--- src/rtl/fir_host_driver_if.sv ---
// Host-driver bundle: config port, sample/result handshakes and the
// strobe/busy link to the FIR filter core.
interface fir_host_driver_if #(
    parameter int DW = 16,
    parameter int AW = 2
);
    logic          cfg_we;
    logic [AW-1:0] cfg_addr;
    logic [DW-1:0] cfg_data;
    logic          start_load;
    logic          load_done;

    logic          in_valid;
    logic          in_ready;
    logic [DW-1:0] in_data;

    logic          out_valid;
    logic          out_ready;
    logic [DW-1:0] out_data;
    logic          out_err;

    logic [DW-1:0] sample_data;
    logic [DW-1:0] fir_coefficient;
    logic          load_coeff;
    logic          data_ready;
    logic          modwait;
    logic [DW-1:0] fir_out;
    logic          err;
    logic          timeout;

    modport master (
        input  cfg_we,
        input  cfg_addr,
        input  cfg_data,
        input  start_load,
        input  in_valid,
        input  in_data,
        input  out_ready,
        input  modwait,
        input  fir_out,
        input  err,
        output load_done,
        output in_ready,
        output out_valid,
        output out_data,
        output out_err,
        output sample_data,
        output fir_coefficient,
        output load_coeff,
        output data_ready,
        output timeout
    );

    modport slave (
        output cfg_we,
        output cfg_addr,
        output cfg_data,
        output start_load,
        output in_valid,
        output in_data,
        output out_ready,
        output modwait,
        output fir_out,
        output err,
        input  load_done,
        input  in_ready,
        input  out_valid,
        input  out_data,
        input  out_err,
        input  sample_data,
        input  fir_coefficient,
        input  load_coeff,
        input  data_ready,
        input  timeout
    );
endinterface

--- src/rtl/fir_host_driver.sv ---
// Initiator for the FIR filter: loads coefficients, then pushes samples
// through the filter one at a time and returns each result.
module fir_host_driver #(
    parameter int NCOEFF  = 4,
    parameter int DW      = 16,
    parameter int TIMEOUT = 64
) (
    input  logic               clk,
    input  logic               rst,
    fir_host_driver_if.master  bus
);
    localparam int IW = (NCOEFF > 1) ? $clog2(NCOEFF) : 1;
    localparam int TW = $clog2(TIMEOUT + 1);

    typedef enum logic [2:0] {
        IDLE,
        C_REQ,
        S_REQ,
        WAIT_LOW,
        FAULT
    } state_e;

    state_e        state_q, state_d;
    logic [IW-1:0] idx_q, idx_d;
    logic [TW-1:0] tcnt_q, tcnt_d;
    logic          pending_q, pending_d;
    logic          ctxn_q, ctxn_d;
    logic          load_done_q, load_done_d;
    logic          timeout_q, timeout_d;
    logic          load_coeff_q, load_coeff_d;
    logic          data_ready_q, data_ready_d;
    logic          out_valid_q, out_valid_d;
    logic          out_err_q, out_err_d;
    logic [DW-1:0] out_data_q, out_data_d;
    logic [DW-1:0] sample_q, sample_d;
    logic [DW-1:0] fcoef_q, fcoef_d;
    logic [DW-1:0] coeff_q [NCOEFF];
    logic [DW-1:0] coeff_d [NCOEFF];

    logic pend;
    logic in_ready_w;
    logic in_xfer;
    logic tmo_hit;

    assign pend       = pending_q | bus.start_load;
    assign in_ready_w = (state_q == IDLE) & ~bus.modwait & ~pend &
                        load_done_q & ~out_valid_q;
    assign in_xfer    = bus.in_valid & in_ready_w;
    assign tmo_hit    = (tcnt_q == TW'(TIMEOUT - 1));

    always_comb begin
        state_d     = state_q;
        idx_d       = idx_q;
        pending_d   = pend;
        ctxn_d      = ctxn_q;
        load_done_d = load_done_q;
        timeout_d   = timeout_q;
        out_valid_d = out_valid_q;
        out_err_d   = out_err_q;
        out_data_d  = out_data_q;
        sample_d    = sample_q;
        fcoef_d     = fcoef_q;
        coeff_d     = coeff_q;

        if (bus.cfg_we) begin
            coeff_d[bus.cfg_addr] = bus.cfg_data;
        end
        if (out_valid_q && bus.out_ready) begin
            out_valid_d = 1'b0;
        end

        unique case (state_q)
            IDLE, FAULT: begin
                if (!bus.modwait && pend) begin
                    // Latched from the register file: later cfg writes
                    // only reach transactions latched after them.
                    pending_d   = 1'b0;
                    load_done_d = 1'b0;
                    timeout_d   = 1'b0;
                    idx_d       = '0;
                    ctxn_d      = 1'b1;
                    fcoef_d     = coeff_q[0];
                    state_d     = C_REQ;
                end else if (state_q == IDLE && in_xfer) begin
                    ctxn_d   = 1'b0;
                    sample_d = bus.in_data;
                    state_d  = S_REQ;
                end
            end
            C_REQ, S_REQ: begin
                if (bus.modwait) begin
                    state_d = WAIT_LOW;
                end else if (tmo_hit) begin
                    state_d = FAULT;
                end
            end
            WAIT_LOW: begin
                if (!bus.modwait) begin
                    if (!ctxn_q) begin
                        out_data_d  = bus.fir_out;
                        out_err_d   = bus.err;
                        out_valid_d = 1'b1;
                        state_d     = IDLE;
                    end else if (idx_q == IW'(NCOEFF - 1)) begin
                        load_done_d = 1'b1;
                        state_d     = IDLE;
                    end else begin
                        idx_d   = idx_q + 1'b1;
                        fcoef_d = coeff_q[idx_q + 1'b1];
                        state_d = C_REQ;
                    end
                end else if (tmo_hit) begin
                    state_d = FAULT;
                end
            end
            default: begin
                state_d = IDLE;
            end
        endcase

        if (state_d == FAULT) begin
            timeout_d   = 1'b1;
            load_done_d = 1'b0;
        end

        // Cleared on every entry, only advances while awaiting an edge.
        if (state_d != state_q) begin
            tcnt_d = '0;
        end else if (state_q == C_REQ || state_q == S_REQ ||
                     state_q == WAIT_LOW) begin
            tcnt_d = tcnt_q + 1'b1;
        end else begin
            tcnt_d = '0;
        end

        load_coeff_d = (state_d == C_REQ);
        data_ready_d = (state_d == S_REQ);
    end

    always_ff @(posedge clk) begin
        if (rst) begin
            state_q      <= IDLE;
            idx_q        <= '0;
            tcnt_q       <= '0;
            pending_q    <= 1'b0;
            ctxn_q       <= 1'b0;
            load_done_q  <= 1'b0;
            timeout_q    <= 1'b0;
            load_coeff_q <= 1'b0;
            data_ready_q <= 1'b0;
            out_valid_q  <= 1'b0;
            out_err_q    <= 1'b0;
            out_data_q   <= '0;
            sample_q     <= '0;
            fcoef_q      <= '0;
            for (int i = 0; i < NCOEFF; i++) begin
                coeff_q[i] <= '0;
            end
        end else begin
            state_q      <= state_d;
            idx_q        <= idx_d;
            tcnt_q       <= tcnt_d;
            pending_q    <= pending_d;
            ctxn_q       <= ctxn_d;
            load_done_q  <= load_done_d;
            timeout_q    <= timeout_d;
            load_coeff_q <= load_coeff_d;
            data_ready_q <= data_ready_d;
            out_valid_q  <= out_valid_d;
            out_err_q    <= out_err_d;
            out_data_q   <= out_data_d;
            sample_q     <= sample_d;
            fcoef_q      <= fcoef_d;
            for (int i = 0; i < NCOEFF; i++) begin
                coeff_q[i] <= coeff_d[i];
            end
        end
    end

    assign bus.load_done       = load_done_q;
    assign bus.in_ready        = in_ready_w;
    assign bus.out_valid       = out_valid_q;
    assign bus.out_data        = out_data_q;
    assign bus.out_err         = out_err_q;
    assign bus.sample_data     = sample_q;
    assign bus.fir_coefficient = fcoef_q;
    assign bus.load_coeff      = load_coeff_q;
    assign bus.data_ready      = data_ready_q;
    assign bus.timeout         = timeout_q;
endmodule

--- src/flat_wrapper.sv ---
// flat-port wrapper written by rule: the top's interface ports become plain ports
module fir_host_driver_flat 
#(
    parameter int NCOEFF  = 4,
    parameter int DW      = 16,
    parameter int TIMEOUT = 64
)
  (clk, rst, bus_cfg_we, bus_cfg_addr, bus_cfg_data, bus_start_load, bus_in_valid, bus_in_data, bus_out_ready, bus_modwait, bus_fir_out, bus_err, bus_load_done, bus_in_ready, bus_out_valid, bus_out_data, bus_out_err, bus_sample_data, bus_fir_coefficient, bus_load_coeff, bus_data_ready, bus_timeout);
  fir_host_driver_if #(.DW(DW), .AW(2)) bus_i ();
  input  logic clk;
  input  logic rst;
  input wire logic [$bits(bus_i.cfg_we)-1:0] bus_cfg_we;
  input wire logic [$bits(bus_i.cfg_addr)-1:0] bus_cfg_addr;
  input wire logic [$bits(bus_i.cfg_data)-1:0] bus_cfg_data;
  input wire logic [$bits(bus_i.start_load)-1:0] bus_start_load;
  input wire logic [$bits(bus_i.in_valid)-1:0] bus_in_valid;
  input wire logic [$bits(bus_i.in_data)-1:0] bus_in_data;
  input wire logic [$bits(bus_i.out_ready)-1:0] bus_out_ready;
  input wire logic [$bits(bus_i.modwait)-1:0] bus_modwait;
  input wire logic [$bits(bus_i.fir_out)-1:0] bus_fir_out;
  input wire logic [$bits(bus_i.err)-1:0] bus_err;
  output wire logic [$bits(bus_i.load_done)-1:0] bus_load_done;
  output wire logic [$bits(bus_i.in_ready)-1:0] bus_in_ready;
  output wire logic [$bits(bus_i.out_valid)-1:0] bus_out_valid;
  output wire logic [$bits(bus_i.out_data)-1:0] bus_out_data;
  output wire logic [$bits(bus_i.out_err)-1:0] bus_out_err;
  output wire logic [$bits(bus_i.sample_data)-1:0] bus_sample_data;
  output wire logic [$bits(bus_i.fir_coefficient)-1:0] bus_fir_coefficient;
  output wire logic [$bits(bus_i.load_coeff)-1:0] bus_load_coeff;
  output wire logic [$bits(bus_i.data_ready)-1:0] bus_data_ready;
  output wire logic [$bits(bus_i.timeout)-1:0] bus_timeout;
  assign bus_i.cfg_we = bus_cfg_we;
  assign bus_i.cfg_addr = bus_cfg_addr;
  assign bus_i.cfg_data = bus_cfg_data;
  assign bus_i.start_load = bus_start_load;
  assign bus_i.in_valid = bus_in_valid;
  assign bus_i.in_data = bus_in_data;
  assign bus_i.out_ready = bus_out_ready;
  assign bus_i.modwait = bus_modwait;
  assign bus_i.fir_out = bus_fir_out;
  assign bus_i.err = bus_err;
  assign bus_load_done = bus_i.load_done;
  assign bus_in_ready = bus_i.in_ready;
  assign bus_out_valid = bus_i.out_valid;
  assign bus_out_data = bus_i.out_data;
  assign bus_out_err = bus_i.out_err;
  assign bus_sample_data = bus_i.sample_data;
  assign bus_fir_coefficient = bus_i.fir_coefficient;
  assign bus_load_coeff = bus_i.load_coeff;
  assign bus_data_ready = bus_i.data_ready;
  assign bus_timeout = bus_i.timeout;
  fir_host_driver #(.NCOEFF(NCOEFF), .DW(DW), .TIMEOUT(TIMEOUT)) u_core (.clk(clk), .rst(rst), .bus(bus_i));
endmodule
--- config.mk ---
export PLATFORM = sky130hd
export DESIGN_NAME = fir_host_driver_flat
export DESIGN_NICKNAME = d
export VERILOG_FILES = /design/src/rtl/fir_host_driver_if.sv /design/src/rtl/fir_host_driver.sv /design/src/flat_wrapper.sv
export SDC_FILE = /design/constraint.sdc
export NUM_CORES = 1
export LEC_CHECK = 0
export ABC_AREA = 1
export CORE_MARGIN = 4
export CORE_UTILIZATION = 45
export CTS_CLUSTER_SIZE = 10
export DETAILED_ROUTE_END_ITERATION = 10
export PLACE_DENSITY = 0.69
export SETUP_SLACK_MARGIN = 0.05
export SKIP_CTS_REPAIR_TIMING = 1
export SKIP_LAST_GASP = 1
export SYNTH_ARGS = -nofsm -noshare
export SYNTH_HDL_FRONTEND = slang
export SYNTH_SLANG_ARGS = --single-unit
--- constraint.sdc ---
create_clock -name clk -period 3.1 [get_ports clk]
set_input_delay 0.62 -clock clk [delete_from_list [all_inputs] [get_ports clk]]
set_output_delay 0.62 -clock clk [all_outputs]
set_load 0.03 [all_outputs]
==> Word-level counts from Yosys, hierarchy flattened <==
Cells that the tools add are included.
{ "op_classes": {"add_sub_neg": 2, "magnitude_cmp": 3, "eq_ne": 15, "mux": 39, "bitwise_logic": 14, "reduce_logical": 22} }
{ "op_table": {"columns": ["op", "count"], "rows": [
  ["two-way mux 16 bit", 7],
  ["bitwise mux 64 bit", 1],
  ["binary-select mux 16 bit (select 2 bit)", 1],
  ["demux 16 bit (select 2 bit)", 1],
  ["one-hot mux 16 bit (2 select lines)", 1],
  ["two-way mux 3 bit", 6],
  ["two-way mux 1 bit", 15],
  ["AND reduction 5 bit", 2],
  ["equality test 3 x 2 -> 1 bit, second input constant", 3],
  ["one-hot mux 3 bit (3 select lines)", 1],
  ["two-way mux 2 bit", 4],
  ["nonzero test 2 bit", 4],
  ["adder 7 x 1 -> 7 bit, second input constant", 1],
  ["equality test 7 x 6 -> 1 bit, second input constant", 1],
  ["equality test 3 x 1 -> 1 bit, second input constant", 2],
  ["equality test 3 bit, second input constant", 2],
  ["greater-or-equal comparator 3 bit, second input constant", 2],
  ["!= test 2 x 1 -> 1 bit, second input constant", 3],
  ["inverter 1 bit", 6],
  ["inverter 2 -> 3 bit", 2],
  ["AND reduction 3 bit", 2],
  ["OR reduction 2 bit", 3],
  ["AND 1 bit", 5],
  ["logical AND 1 bit", 4],
  ["13 further kinds", 16]
]} }
{ "word_totals": {"ff_bits": 132, "output_inout_bits": 55, "wordCells": 113} }

==> Logic depth before layout (Yosys ltp) <==
{ "logic_depth": {"ltp_word": 13, "ltp_mapped": 10} }

==> Worst setup path before layout <==
Ideal clock, no wire load.
{ "synth_timing": {"kind": "in2out", "startpoint": "input port bus_start_load", "endpoint": "output port bus_in_ready", "arrival_ps": 1918, "t_required_ps": 2480, "slack_ps": 562, "stages": 2, "path_cell_list": "or2_2 nor4_1"} }
{ "synth_via": {"elab_chain_len": 5} }
{ "synth_rtl": {"columns": ["element", "line", "source"], "rows": [
  ["from (decl)", "flat_wrapper.sv:15", "input wire logic [$bits(bus_i.start_load)-1:0] bus_start_load;"],
  ["bitwise OR 1 bit", "fir_host_driver.sv:45", "assign pend = pending_q | bus.start_load;"],
  ["inverter 1 bit", "fir_host_driver.sv:46", "assign in_ready_w = (state_q == IDLE) & ~bus.modwait & ~pend &"],
  ["AND 1 bit (2 in a row)", "fir_host_driver.sv:46", null],
  ["AND 1 bit", "fir_host_driver.sv:47", "load_done_q & ~out_valid_q;"],
  ["to (decl)", "flat_wrapper.sv:23", "output wire logic [$bits(bus_i.in_ready)-1:0] bus_in_ready;"]
]} }
Every way passes these cells.

==> Worst setup path in the final report <==
Same ends and word-level chain as after synthesis.

==> flow_metrics.tcl <==
set metrics [dict create \
    yosysWarningCount 0 \
    grt_pass1_wl_um 22200 \
    core_mm2 0.0115 \
    fin_setup_tns_ps 0 \
    path_class "in -> out" \
    clockBufferDepth 2 \
    fin_cells 954 \
    p_comb_share_pct 10.3 \
    worst-path-max-fanout 5 \
    grt-ovfl-total 0 \
    die_x_um 117 \
    rsz0062_at_grt "false" \
    htree_levels 4 \
    worstPathCellList "clkdlybuf4s50_1 > or2_2 > nor4_1 > clkdlybuf4s50_1" \
    initial_core_util_pct 46.2 \
    setup_viol 0 \
    max_stage_delay_ps 720 \
    fp-row-count 39 \
    vias 4908 \
    area_growth_pct 33.8 \
    final_util_pct 61.8 \
    power_switching_share_pct 23.3 \
    worst_path_max_delay_cell "clkdlybuf4s50_1" \
    final.period_utilization_pct 95.0 \
    cp.arrival_ps 2330 \
    antenna_found_initial 0 \
    drt_first_pass_iters 5 \
    setup.worst_path.end_class "output port" \
    track_usage_pct 20.3 \
    crit_path_start_kind "input port" \
    seqPwrFrac_pct 44.0 \
    design_area_mm2 0.00709 \
    gp_congestion 0.756 \
    rrSetupSlack_ps 950 \
    fin_nets 859 \
    relSlewSlack_pct 38.9 \
    cts_tree "done" \
    cts_inserted_buffers 17 \
    finalPower_mw 4.11 \
    status "finished clean" \
    drc 0 \
    grt_start_max_net_pins 78 \
    p_clk_share_pct 45.8 \
    insertion_delay_ps 410 \
    fmax_mhz 340 \
    wirelength_um 13400 \
    dieArea_mm2 0.0136 \
    powerDensity_mw_per_mm2 579 \
    seq_area_mm2 0.00264 \
    fillers 1000 \
    drv_slew 0 \
    clock_sinks 132 \
    grt_pass1_vias 4775 \
    critPathRequiredTime_ps 2480 \
    p_int_mw 3.15 \
    hold_class "reg -> reg" \
    post_drt_wl_per_cell_um 14.0 \
    multi_input_area_mm2 0.00211 \
    drive_gt1_share_pct 7.89 \
    antennaDiodeCount 0 \
    period_needed_ps 2950 \
    io_buffers 112 \
    hold_violations 0 \
    drt_iter0_markers 250 \
    dp_cells 923 \
    syn_inst 696 \
    max-vdd-ir-drop_mv 0.319 \
    via_per_inst 5.14 \
    worstMarginPinSlew_ps 916 \
    path_common_cell "clkdlybuf4s50_1" \
    die-height_um 117 \
    ios 113 \
    postPlaceCellArea_mm2 0.00653 \
    p_sw_uw 956 \
    avgSynthCellArea_um2 7.61 \
    clock_skew_ps 8.21 \
    syn_area_mm2 0.00530 \
    synth_cell_types 30 \
    maxCapViolCount 0 \
    dp_hpwl_um 8830 \
    ant_nets 0 \
    ys_ff_latch 132 \
    cts_root_buf "clkbuf_16" \
    synth_seq_area_share_pct 49.9 \
    path_clk_slew_ps 50 \
    power.leakage_nw 2.68 \
    syn-num-nets 756 \
]
==> worst paths after layout <==
path / start / to / depth (start not counted)
min: u_core.coeff_q[60] / u_core.coeff_q[60] / 2
max: bus_start_load / bus_in_ready / 4
min reg2reg: u_core.coeff_q[60] / u_core.coeff_q[60] / 2
max reg2reg: u_core.state_q[1] / u_core.bus.fir_coefficient[12] / 7
==> worst max-delay path: cells and delay by family <==
| kind | cells | cell delay, ps |
|---|---|---|
| simple gates | 2 | 590 |
| buf+inv | 2 | 1120 |
==> per-layer routing <==
metal | part of all wire [%] | GRT usage [%] | vias up
met3 | 5.9 | 4.97 | 20
li1 | - | - | 2510
met4 | 1.6 | 7.81 | 0
met5 | 0 | 0 | -
met1 | 45 | 25.6 | 2238
met2 | 47 | 33.5 | 140
==> registers in the layout, indices dropped and copies added, names as in the netlist <==
register and count:
u_core.state_q 3, u_core.tcnt_q 7, u_core.bus.fir_coefficient 16, u_core.coeff_q 64
u_core.pending_q 1, u_core.bus.load_done 1, u_core.bus.out_err 1, u_core.bus.timeout 1
u_core.idx_q 2, u_core.bus.load_coeff 1, u_core.bus.sample_data 16, u_core.bus.out_data 16
u_core.bus.data_ready 1, u_core.ctxn_q 1, u_core.bus.out_valid 1
==> power by group through the flow <==
| stage | sequential (mW) | combinational [mW] | clock (mW) |
|---|---|---|---|
| after floorplan | 1.89 | 0.185 | 0 |
| after global placement | 1.84 | 0.410 | 0 |
| after detailed placement | 1.84 | 0.421 | 0 |
| after CTS | 1.81 | 0.424 | 1.91 |
| after global routing | 1.81 | 0.469 | 1.98 |
| final | 1.81 | 0.422 | 1.88 |
==> final cells by class <==
class	instances	share of cell area (%)
Clock buffer	27	7.23
Clock inverter	4	0.635
Inverter	98	5.22
Multi-Input combinational cell	425	29.8
Sequential cell	132	37.3
Tap cell	143	2.52
Timing Repair Buffer	125	17.4
==> synthesized netlist by cell type, drive strengths merged <==
library cell / number / area share [%]
a211oi: 3 / 0.43
a21oi: 82 / 7.7
a31oi: 14 / 1.7
buf: 6 / 0.83
clkbuf: 35 / 2.5
clkinv: 1 / 0.071
dfxtp: 132 / 50
ha: 2 / 0.47
inv: 97 / 6.9
nand2: 59 / 4.4
nand3: 33 / 3.2
nand4: 14 / 1.7
nor2: 71 / 5.7
nor3: 8 / 0.97
nor4: 1 / 0.12
o21ai: 132 / 12
or2: 1 / 0.12
xnor2: 1 / 0.17
xor2: 4 / 0.66
==> per-stage QoR <==
step / hold WS [ps] / setup slack, ps
3_3_place_gp: 430 / 161
5_1_grt: 460 / 71.5
2_1_floorplan: 424 / 562
3_5_place_dp: 434 / 161
6_report: 443 / 155
4_1_cts: 445 / 138
==> kinds of logic (layout without fill, tap and decap cells) <==
kind of cell	Yosys count	after routing	share of synthesized area, %
DFF	132	132	49.9
xor gates and xnor gates	5	5	0.827
buffers and inverters	139	254	10.3
and+or+nand+nor	187	187	16.2
AOI/OAI and AO/OA	231	231	22.3
adders and majority gates	2	2	0.472
==> placed cells by master (no fill, tap or decap), drive strengths merged, types with 2 or more instances in the layout <==
cell type	n
xor2	4
nand4	14
clkbuf	27
inv	97
clkdlybuf4s50	112
nand3	33
buf	13
nand2	59
ha	2
a211oi	3
a21oi	82
o21ai	132
dfxtp	132
clkinv	4
nor3	8
a31oi	14
nor2	71
No activity file was read; power rests on OpenSTA's default activity.
